<file path="src/rtl/pending_enc_pkg.sv">
// Shared types and helpers for pending_req_encoder.
// PENDING_ENC_ROUND_ROBIN_EN selects rotating priority.
package pending_enc_pkg;

  localparam int N_DEF = 32;

  typedef enum logic {
    IDLE  = 1'b0,
    OFFER = 1'b1
  } state_e;

  function automatic logic [6:0] popcount(
    input logic [63:0] v
  );
    logic [6:0] c;
    c = '0;
    for (int i = 0; i < 64; i++)
      c = c + 7'(v[i]);
    return c;
  endfunction

endpackage

</file>
<file path="src/rtl/prio_encoder.sv">
// Priority encoder searching upward from start,
// wrapping at N; lowest offset from start wins.
module prio_encoder #(
  parameter int N  = 32,
  parameter int AW = $clog2(N)
) (
  input  logic [N-1:0]  vec,
  input  logic [AW-1:0] start,
  output logic [AW-1:0] idx,
  output logic          any
);

  logic [AW-1:0] p;

  always_comb begin
    idx = '0;
    any = 1'b0;
    p   = '0;
    // Scan from the far end so the nearest hit is written last.
    for (int k = N - 1; k >= 0; k--) begin
      p = start + AW'(k);
      if (vec[p]) begin
        idx = p;
        any = 1'b1;
      end
    end
  end

endmodule

</file>
<file path="src/rtl/pending_req_encoder.sv">
// Pending write-request encoder with valid/ready offer.
// PENDING_ENC_ROUND_ROBIN_EN enables rotating priority.
module pending_req_encoder
  import pending_enc_pkg::*;
#(
  parameter int N  = N_DEF,
  parameter int AW = $clog2(N)
) (
  input  logic          clk,
  input  logic          reset,
  input  logic [N-1:0]  req_in,
  input  logic          ready_in,
  output logic [AW-1:0] addr_out,
  output logic          valid_out,
  output logic [AW:0]   pend_count
);

  state_e        state_q, state_d;
  logic [AW-1:0] addr_q, addr_d;
  logic [N-1:0]  pend_q, pend_d;
  logic [AW:0]   cnt_q, cnt_d;
  logic [N-1:0]  clr;
  logic          accept;
  logic [AW-1:0] start;
  logic [AW-1:0] sel_idx;
  logic          sel_any;

  assign accept = (state_q == OFFER) && ready_in;

  always_comb begin
    clr    = accept ? (N'(1) << addr_q) : '0;
    pend_d = (pend_q & ~clr) | req_in;
    cnt_d  = (AW+1)'(popcount(64'(pend_d)));
  end

`ifdef PENDING_ENC_ROUND_ROBIN_EN
  logic [AW-1:0] last_q, last_d;

  // Search starts just past the address granted most recently.
  always_comb begin
    last_d = accept ? addr_q : last_q;
    start  = last_d + AW'(1);
  end

  always_ff @(posedge clk or posedge reset) begin
    if (reset) last_q <= AW'(N - 1);
    else       last_q <= last_d;
  end
`else
  assign start = '0;
`endif

  prio_encoder #(
    .N  (N),
    .AW (AW)
  ) u_prio (
    .vec   (pend_d),
    .start (start),
    .idx   (sel_idx),
    .any   (sel_any)
  );

  always_comb begin
    state_d = state_q;
    addr_d  = addr_q;
    unique case (state_q)
      IDLE: begin
        if (sel_any) begin
          state_d = OFFER;
          addr_d  = sel_idx;
        end
      end
      OFFER: begin
        if (accept) begin
          if (sel_any) addr_d  = sel_idx;
          else         state_d = IDLE;
        end
      end
      default: state_d = IDLE;
    endcase
  end

  always_ff @(posedge clk or posedge reset) begin
    if (reset) begin
      state_q <= IDLE;
      addr_q  <= '0;
      pend_q  <= '0;
      cnt_q   <= '0;
    end else begin
      state_q <= state_d;
      addr_q  <= addr_d;
      pend_q  <= pend_d;
      cnt_q   <= cnt_d;
    end
  end

  assign valid_out  = (state_q == OFFER);
  assign addr_out   = addr_q;
  assign pend_count = cnt_q;

endmodule

</file>
<file path="config.mk">
export PLATFORM = sky130hd
export DESIGN_NAME = pending_req_encoder
export DESIGN_NICKNAME = d
export VERILOG_FILES = /design/src/rtl/pending_enc_pkg.sv /design/src/rtl/prio_encoder.sv /design/src/rtl/pending_req_encoder.sv
export SDC_FILE = /design/constraint.sdc
export NUM_CORES = 1
export LEC_CHECK = 0
export BUFFER_PORTS_ARGS = -buffer_cell sky130_fd_sc_hd__buf_2
export CAP_MARGIN = 5
export CELL_PAD_IN_SITES_DETAIL_PLACEMENT = 0
export CELL_PAD_IN_SITES_GLOBAL_PLACEMENT = 1
export CORE_MARGIN = 10
export CORE_UTILIZATION = 39
export CTS_BUF_LIST = sky130_fd_sc_hd__clkbuf_16
export DETAILED_ROUTE_END_ITERATION = 7
export HOLD_SLACK_MARGIN = 0.08
export PLACE_DENSITY = 0.78
export REMOVE_ABC_BUFFERS = 1
export SLEW_MARGIN = 20
export SYNTH_ARGS = -nofsm -noshare
export SYNTH_HDL_FRONTEND = slang
export SYNTH_SLANG_ARGS = --single-unit
export TNS_END_PERCENT = 50
</file>
<file path="constraint.sdc">
create_clock -name clk -period 6.25 [get_ports clk]
set_clock_uncertainty 0.15 [all_clocks]
set_input_delay 0.9375 -clock clk [delete_from_list [all_inputs] [get_ports clk]]
set_output_delay 0.9375 -clock clk [all_outputs]
set_load 0.1 [all_outputs]
</file>
==> flow_summary.toml, run 1 <==
[setup_path]
crit_chain = "buf_2 -> and4_1 -> a41oi_1 -> inv_1 -> fa_1 -> fa_1 -> inv_1 -> fa_1 -> inv_1 -> fa_1 -> fa_1 -> inv_1 -> fa_1 -> ha_1 -> inv_1 -> fa_1 -> inv_1 -> a21o_1 -> a21oi_1 -> xnor2_1"
r2r-end = "pend_count[4]"
critPathMaxFanout = 8
critical_path.top_delay_family = "adder cells"
cpMostUsedCell = "fa_1"
cp.arrival_ns = 6.02
end_kind = "register"
ff2ff_path_depth = 20
crit_buf_inv = 7
critPathLaunchType = "input pin"
required_ns = 6.28
critical_path_class = "input pin to register"
max_stage_delay_ns = 0.54
path_depth = 20
reg2reg_from = "addr_out[4]"
slowest_stage = "fa_1"
rrSetupSlack_ns = 0.47

[synth]
synthMostInstantiatedCell = "inv_1"
synth_top_family_by_area = "simple AND/OR/NAND/NOR gates"
synth-compound-area-share_pct = 18.6
synth_top_area_share_pct = 33.7
synthAdderAreaFrac_pct = 17.4
synth.avg_cell_area_um2 = 9.71
synth_area_mm2 = 0.00327
synth-edff-count = 0
ys.flop_type = "dfrtp_1"
ys_seq_area_share_pct = 33.7
yosys_warnings = 0
syn_inst = 337
synthArstFlopShare_pct = 100
synthMuxAreaShare_pct = 0.459
netlist_top_cells_count = "inv_1 (58), nor2_1 (52), dfrtp_1 (44)"
synth_xor_area_share_pct = 0.803
synth-seq-cells = 44
synth-simple-area-share_pct = 19.6
synth_area_leaders = "dfrtp_1 (34%), fa_1 (15%), inv_1 (6.7%)"
ys_types = 66
yosysTopAreaCell = "dfrtp_1"

[finish]
final_layout_size_suffix_gt1_share_pct = 26.5
fillers = 807
final_cells = 512
post-route-util_pct = 47.9
n_antenna_cell = 0
area_growth_pct = 19.6
fin_nets = 472
fin_area_mm2 = 0.00391

[global_routing]
grt_max_degree = 45
grt_pass1_vias = 2808
gr-total-overflow = 0
antenna_found_initial = 0
grt_pass1_wl_um = 15400
grtUsageTotal_pct = 15.2

[sta]
post-route-period-util_pct = 95.9
fin_crit_ns = 6.00
rsz0062_at_grt = "no"
slew_violations = 0
finalHoldViolations = 0
relSlewSlack_pct = 46.1
fmax_ghz = 0.167
fin_ws_ns = 0.254
worst_pin_slew_ns = 0.809
final-setup-viol-count = 0

[floorplan]
ioPinCount = 47
num_rows = 33
chipWidth_um = 112
start_util_pct = 40.0
dieHeight_um = 112
fp.coreArea_mm2 = 0.00818
die_area_mm2 = 0.0125

[cts]
clockRootBuffer = "clkbuf_16"
cts_made_buffers = 5
cts.clk_slew.worst_paths_ns = 0.06
cts_max_level = 2
clk_latency_ns = 0.29
post-cts-setup-buffers = 0
clk_path_buf_depth = 2
ctsResizeCount = 0
tritoncts = "done"
holdBufCountCts = 0
clkSinkCount = 44

[drt]
dr.pass1.iters = 4
drc = 0
num_vias = 2728
postRouteAntennaNets = 0
wire_per_inst_um = 18.3
drt-total-wl_um = 9350
drt_iter0_markers = 168
vias_per_cell = 5.33

[place]
place.gp.congestion = 0.846
place.detailed.hpwl_um = 7390
post-place-ws_ns = -0.0236
place.port_buffers = 46
place_inst = 504
placed_area_mm2 = 0.00377

[power]
leakagePower_uw = 0.00174
ir_worst_vdd_v = 0.000283
power_density_mw_per_mm2 = 222

[min_path]
hold_path_end = "pend_q[31]"
min-delay-start = "pend_q[31]"
hold_path_class = "register to register"
hold_depth = 2

[job]
maxCapViolations = 0

[status]
status = "finished clean"
stage by stage:
| step | hold slack [ns] | total power, µW | setup TNS (ns) |
|---|---|---|---|
| floorplan | 0.329 | 545 | -0.872 |
| CTS | 0.471 | 874 | 0 |
| global route | 0.501 | 906 | 0 |
| finish | 0.476 | 868 | 0 |
| global placement | 0.435 | 617 | 0 |
| detailed placement | 0.454 | 620 | -0.0236 |
cell type report:
cell class / count / area, µm² / area share, %
multi-input combinational: 220 / 1860 / 47.6
sequential: 44 / 1100 / 28.1
timing repair buffer: 74 / 453 / 11.6
inverter: 61 / 230 / 5.88
tap: 105 / 131 / 3.36
clock buffer: 5 / 125 / 3.20
clock inverter: 3 / 11.3 / 0.288
metal layers:
metal	vias to the layer above	global-route usage, %	share of wire (%)
li1	1285	-	-
met1	1355	19.8	44
met2	79	25.4	49
met3	9	2.68	4.7
met4	0	3.86	1.7
met5	-	0	0
sequential cells by signal, summed over array words and instances, names as in the netlist:
signal / flops
pend_q: 32
pend_count: 6
valid_out: 1
addr_out: 5
power breakdown:
part | internal (µW) | switching [µW]
sequential | 306 | 9.14
clock | 144 | 112
combinational | 69.3 | 227
total | 520 | 349
worst max-delay path by stage:
stage                      from             to  slack [ns]
CTS                    ready_in  pend_count[4]        0.25
floorplan           addr_out[0]  pend_count[4]       -0.37
finish                 ready_in  pend_count[4]        0.25
detailed placement     ready_in  pend_count[4]       -0.02
global placement       ready_in  pend_count[4]        0.03
global route           ready_in  pend_count[4]        0.02
cells in the final DEF (no fill, tap or decap), types with 2 or more instances in the layout:
cell type / synthesis / routed
or2_2: 2 / 2
a21o_1: 5 / 5
o31a_1: 2 / 2
buf_2: 2 / 46
ha_1: 7 / 7
o21a_1: 2 / 2
nor2_1: 52 / 52
fa_1: 24 / 24
a41o_1: 3 / 3
nand4b_1: 2 / 2
a41oi_1: 4 / 4
nor4_1: 3 / 3
buf_4: 7 / 27
nor4b_1: 2 / 2
xnor2_1: 3 / 3
inv_2: 3 / 3
nand4_1: 5 / 5
clkbuf_16: 0 / 5
nor3_1: 5 / 5
o31ai_1: 2 / 2
o21ai_0: 5 / 5
nand2b_1: 3 / 3
o2111ai_1: 2 / 2
a41oi_2: 5 / 5
nand3_1: 6 / 6
o41ai_1: 2 / 2
o211ai_1: 3 / 3
and2b_1: 2 / 2
dfrtp_1: 44 / 44
inv_1: 58 / 59
or3_1: 2 / 2
a21oi_1: 11 / 11
a31o_2: 2 / 2
a31oi_1: 7 / 7
and4_1: 2 / 2
nor2b_1: 6 / 6
nand2_1: 10 / 10
and4b_1: 2 / 2
logic make-up after synthesis:
kind of cell / after synthesis
XOR/XNOR: 3
AO/OA/AOI/OAI: 70
AND/OR/NAND/NOR: 115
flip-flops: 44
multiplexers: 1
buffers and inverters: 73
adder cells (fa/ha/maj): 31
worst min-delay path, cell delays in order, from the launching register on:
cell and delay, ns:
dfrtp_1 0.37, o22ai_1 0.10, inv_1 0.11
(Power assumes the default switching activity.)
==> inputs of run 2 (changes only) <==
- ABC_AREA: default -> 1
- PLACE_DENSITY: 0.78 -> 0.8
==> run 2 against run 1 <==
Die area fell by 5.9%. Final cell count rose by 1.8%. Wire length fell by 15%. First-iteration DRC count fell by 35%. Sequential power fell by 1%. Maximum frequency rose by 0.60%. Core utilization fell by 0.38 points. Via count fell by 10%. Critical path type unchanged. Power fell by 8.8%.
==> flow_summary.toml, run 2 <==
[sta]
final-setup-viol-count = 0
tns_ns = 0
slew_violations = 0
fin_crit_ns = 5.96
rsz0062_at_grt = "no"
worst_pin_slew_ns = 0.590
finalHoldViolations = 0
relSlewSlack_pct = 60.7
fmax_ghz = 0.168
post-route-period-util_pct = 95.4

[min_path]
hold_path_class = "register to register"

[cts]
tritoncts = "done"
clk_path_buf_depth = 2
cts_made_buffers = 5
holdBufCountCts = 0
cts.clk_slew.worst_paths_ns = 0.06
clkSinkCount = 44
clk_latency_ns = 0.28
cts_max_level = 2
clockRootBuffer = "clkbuf_16"

[global_routing]
gr-total-overflow = 0
grt_pass1_vias = 2614
grt_pass1_wl_um = 13100
antenna_found_initial = 0
grtUsageTotal_pct = 14.2
grt_max_degree = 45

[finish]
fin_area_mm2 = 0.00363
fillers = 779
fin_nets = 485
final_cell_mix = "inv_1 (72), nand2_1 (68), buf_2 (46)"
n_antenna_cell = 0
regMostFlops = "pend_q"
layout_commonest_cell = "inv_1"
multi_input_area_mm2 = 0.00159
final_layout_size_suffix_gt1_share_pct = 28.6
largest_reg_flops = 32
seqCellArea_mm2 = 0.00110
area_growth_pct = 19.6

[synth]
synth_top_area_share_pct = 36.3
synth_area_leaders = "dfrtp_1 (36%), fa_1 (16%), inv_1 (9.0%)"
yosys_warnings = 0
yosysTopAreaCell = "dfrtp_1"
ys.flop_type = "dfrtp_1"
synth_area_mm2 = 0.00304
synth-edff-count = 0
netlist_top_cells_count = "inv_1 (73), nand2_1 (68), dfrtp_1 (44)"
synthMostInstantiatedCell = "inv_1"
syn_inst = 355
synth.avg_cell_area_um2 = 8.55
ys_seq_area_share_pct = 36.3
ys_types = 38
synth-seq-cells = 44
synthArstFlopShare_pct = 100

[power]
ir_worst_vdd_v = 0.000253
leakagePower_uw = 0.00146
power_density_mw_per_mm2 = 218

[floorplan]
ioPinCount = 47
fp.coreArea_mm2 = 0.00765
dieHeight_um = 108
num_rows = 32
die_area_mm2 = 0.0117
chipWidth_um = 108
start_util_pct = 39.7

[setup_path]
crit_chain = "buf_2 -> nand2_1 -> buf_4 -> nor2_4 -> nand2_1 -> a21oi_2 -> inv_1 -> fa_1 -> fa_1 -> fa_1 -> inv_1 -> fa_1 -> fa_1 -> inv_1 -> fa_1 -> ha_2 -> inv_1 -> fa_2 -> o21a_1 -> xor2_1"
crit_buf_inv = 6
rrSetupSlack_ns = 0.39
end_kind = "register"
slowest_stage = "fa_1"
required_ns = 6.27
critPathLaunchType = "input pin"
cpMostUsedCell = "fa_1"
critPathMaxFanout = 8
cp.arrival_ns = 5.98
critical_path.top_delay_family = "adder cells"
max_stage_delay_ns = 0.56
critical_path_class = "input pin to register"

[place]
placed_area_mm2 = 0.00343
place.port_buffers = 46
place.gp.congestion = 0.907
place.detailed.hpwl_um = 6670

[drt]
drc = 0
num_vias = 2448
drt_iter0_markers = 110
drt-total-wl_um = 7950
postRouteAntennaNets = 0
dr.pass1.iters = 5
vias_per_cell = 4.70
wire_per_inst_um = 15.3

[status]
status = "finished clean"

[job]
maxCapViolations = 0
## run 2: repair_timing
action / 4_1_cts / 5_1_grt
gates resized for setup: 0 / 11
setup endpoints to repair: 0 / 3
setup buffers: 0 / 4
## run 2: metrics by stage
stage | instances | utilization, % | setup slack [ns] | power (µW) | hold slack [ns]
floorplan | 349 | - | -0.120 | 488 | 0.323
detailed placement | 510 | 44.9 | -0.0833 | 545 | 0.349
global placement | 510 | 44.9 | -0.0214 | 544 | 0.348
finish | 521 | 47.5 | 0.290 | 792 | 0.357
global route | 521 | 47.5 | 0.0295 | 829 | 0.412
CTS | 517 | 46.6 | 0.168 | 799 | 0.363
## run 2: final cells by class
class	count	share of cell area, %
clock buffer	5	3.45
timing repair buffer	63	9.96
inverter	84	8.79
tap	102	3.51
clock inverter	2	0.241
multi-input combinational	221	43.7
sequential	44	30.4
## run 2: cells by family (layout without fill, tap and decap cells)
family,Yosys count,in the layout,synth area share [%]
and+or+nand+nor,138,138,21.3
DFF,44,44,36.3
buffers and inverters,90,154,12.5
xor gates and xnor gates,3,3,0.865
adders and majority gates,31,31,18.7
AOI/OAI and AO/OA,49,49,10.3
## run 2: path summary, 6_finish.rpt
| path | start | endpoint | cells after the start |
|---|---|---|---|
| hold / removal | pend_q[3] | pend_q[3] | 2 |
| hold reg to reg | pend_q[3] | pend_q[3] | 2 |
| setup / recovery | ready_in | pend_count[4] | 20 |
| setup reg to reg | addr_out[1] | pend_count[4] | 23 |
| max in group asynchronous | reset | addr_out[3] | 3 |
| min in group asynchronous | reset | pend_count[5] | 3 |
## run 2: worst min-delay path, stage by stage (launching register included)
cell     delay [ns]
dfrtp_1        0.34
a21oi_2        0.08
inv_1          0.06
## run 2: layer usage
| layer | GRT usage (%) | share of wire (%) | vias to the layer above |
|---|---|---|---|
| met3 | 2.86 | 4.7 | 7 |
| li1 | - | - | 1211 |
| met4 | 3.34 | 1.3 | 0 |
| met1 | 18.6 | 45 | 1176 |
| met2 | 23.6 | 49 | 54 |
| met5 | 0 | 0 | - |
## run 2: where the power goes
group	switching (µW)	internal, µW
registers	8.29	302
logic	180	50.9
clock network	107	144
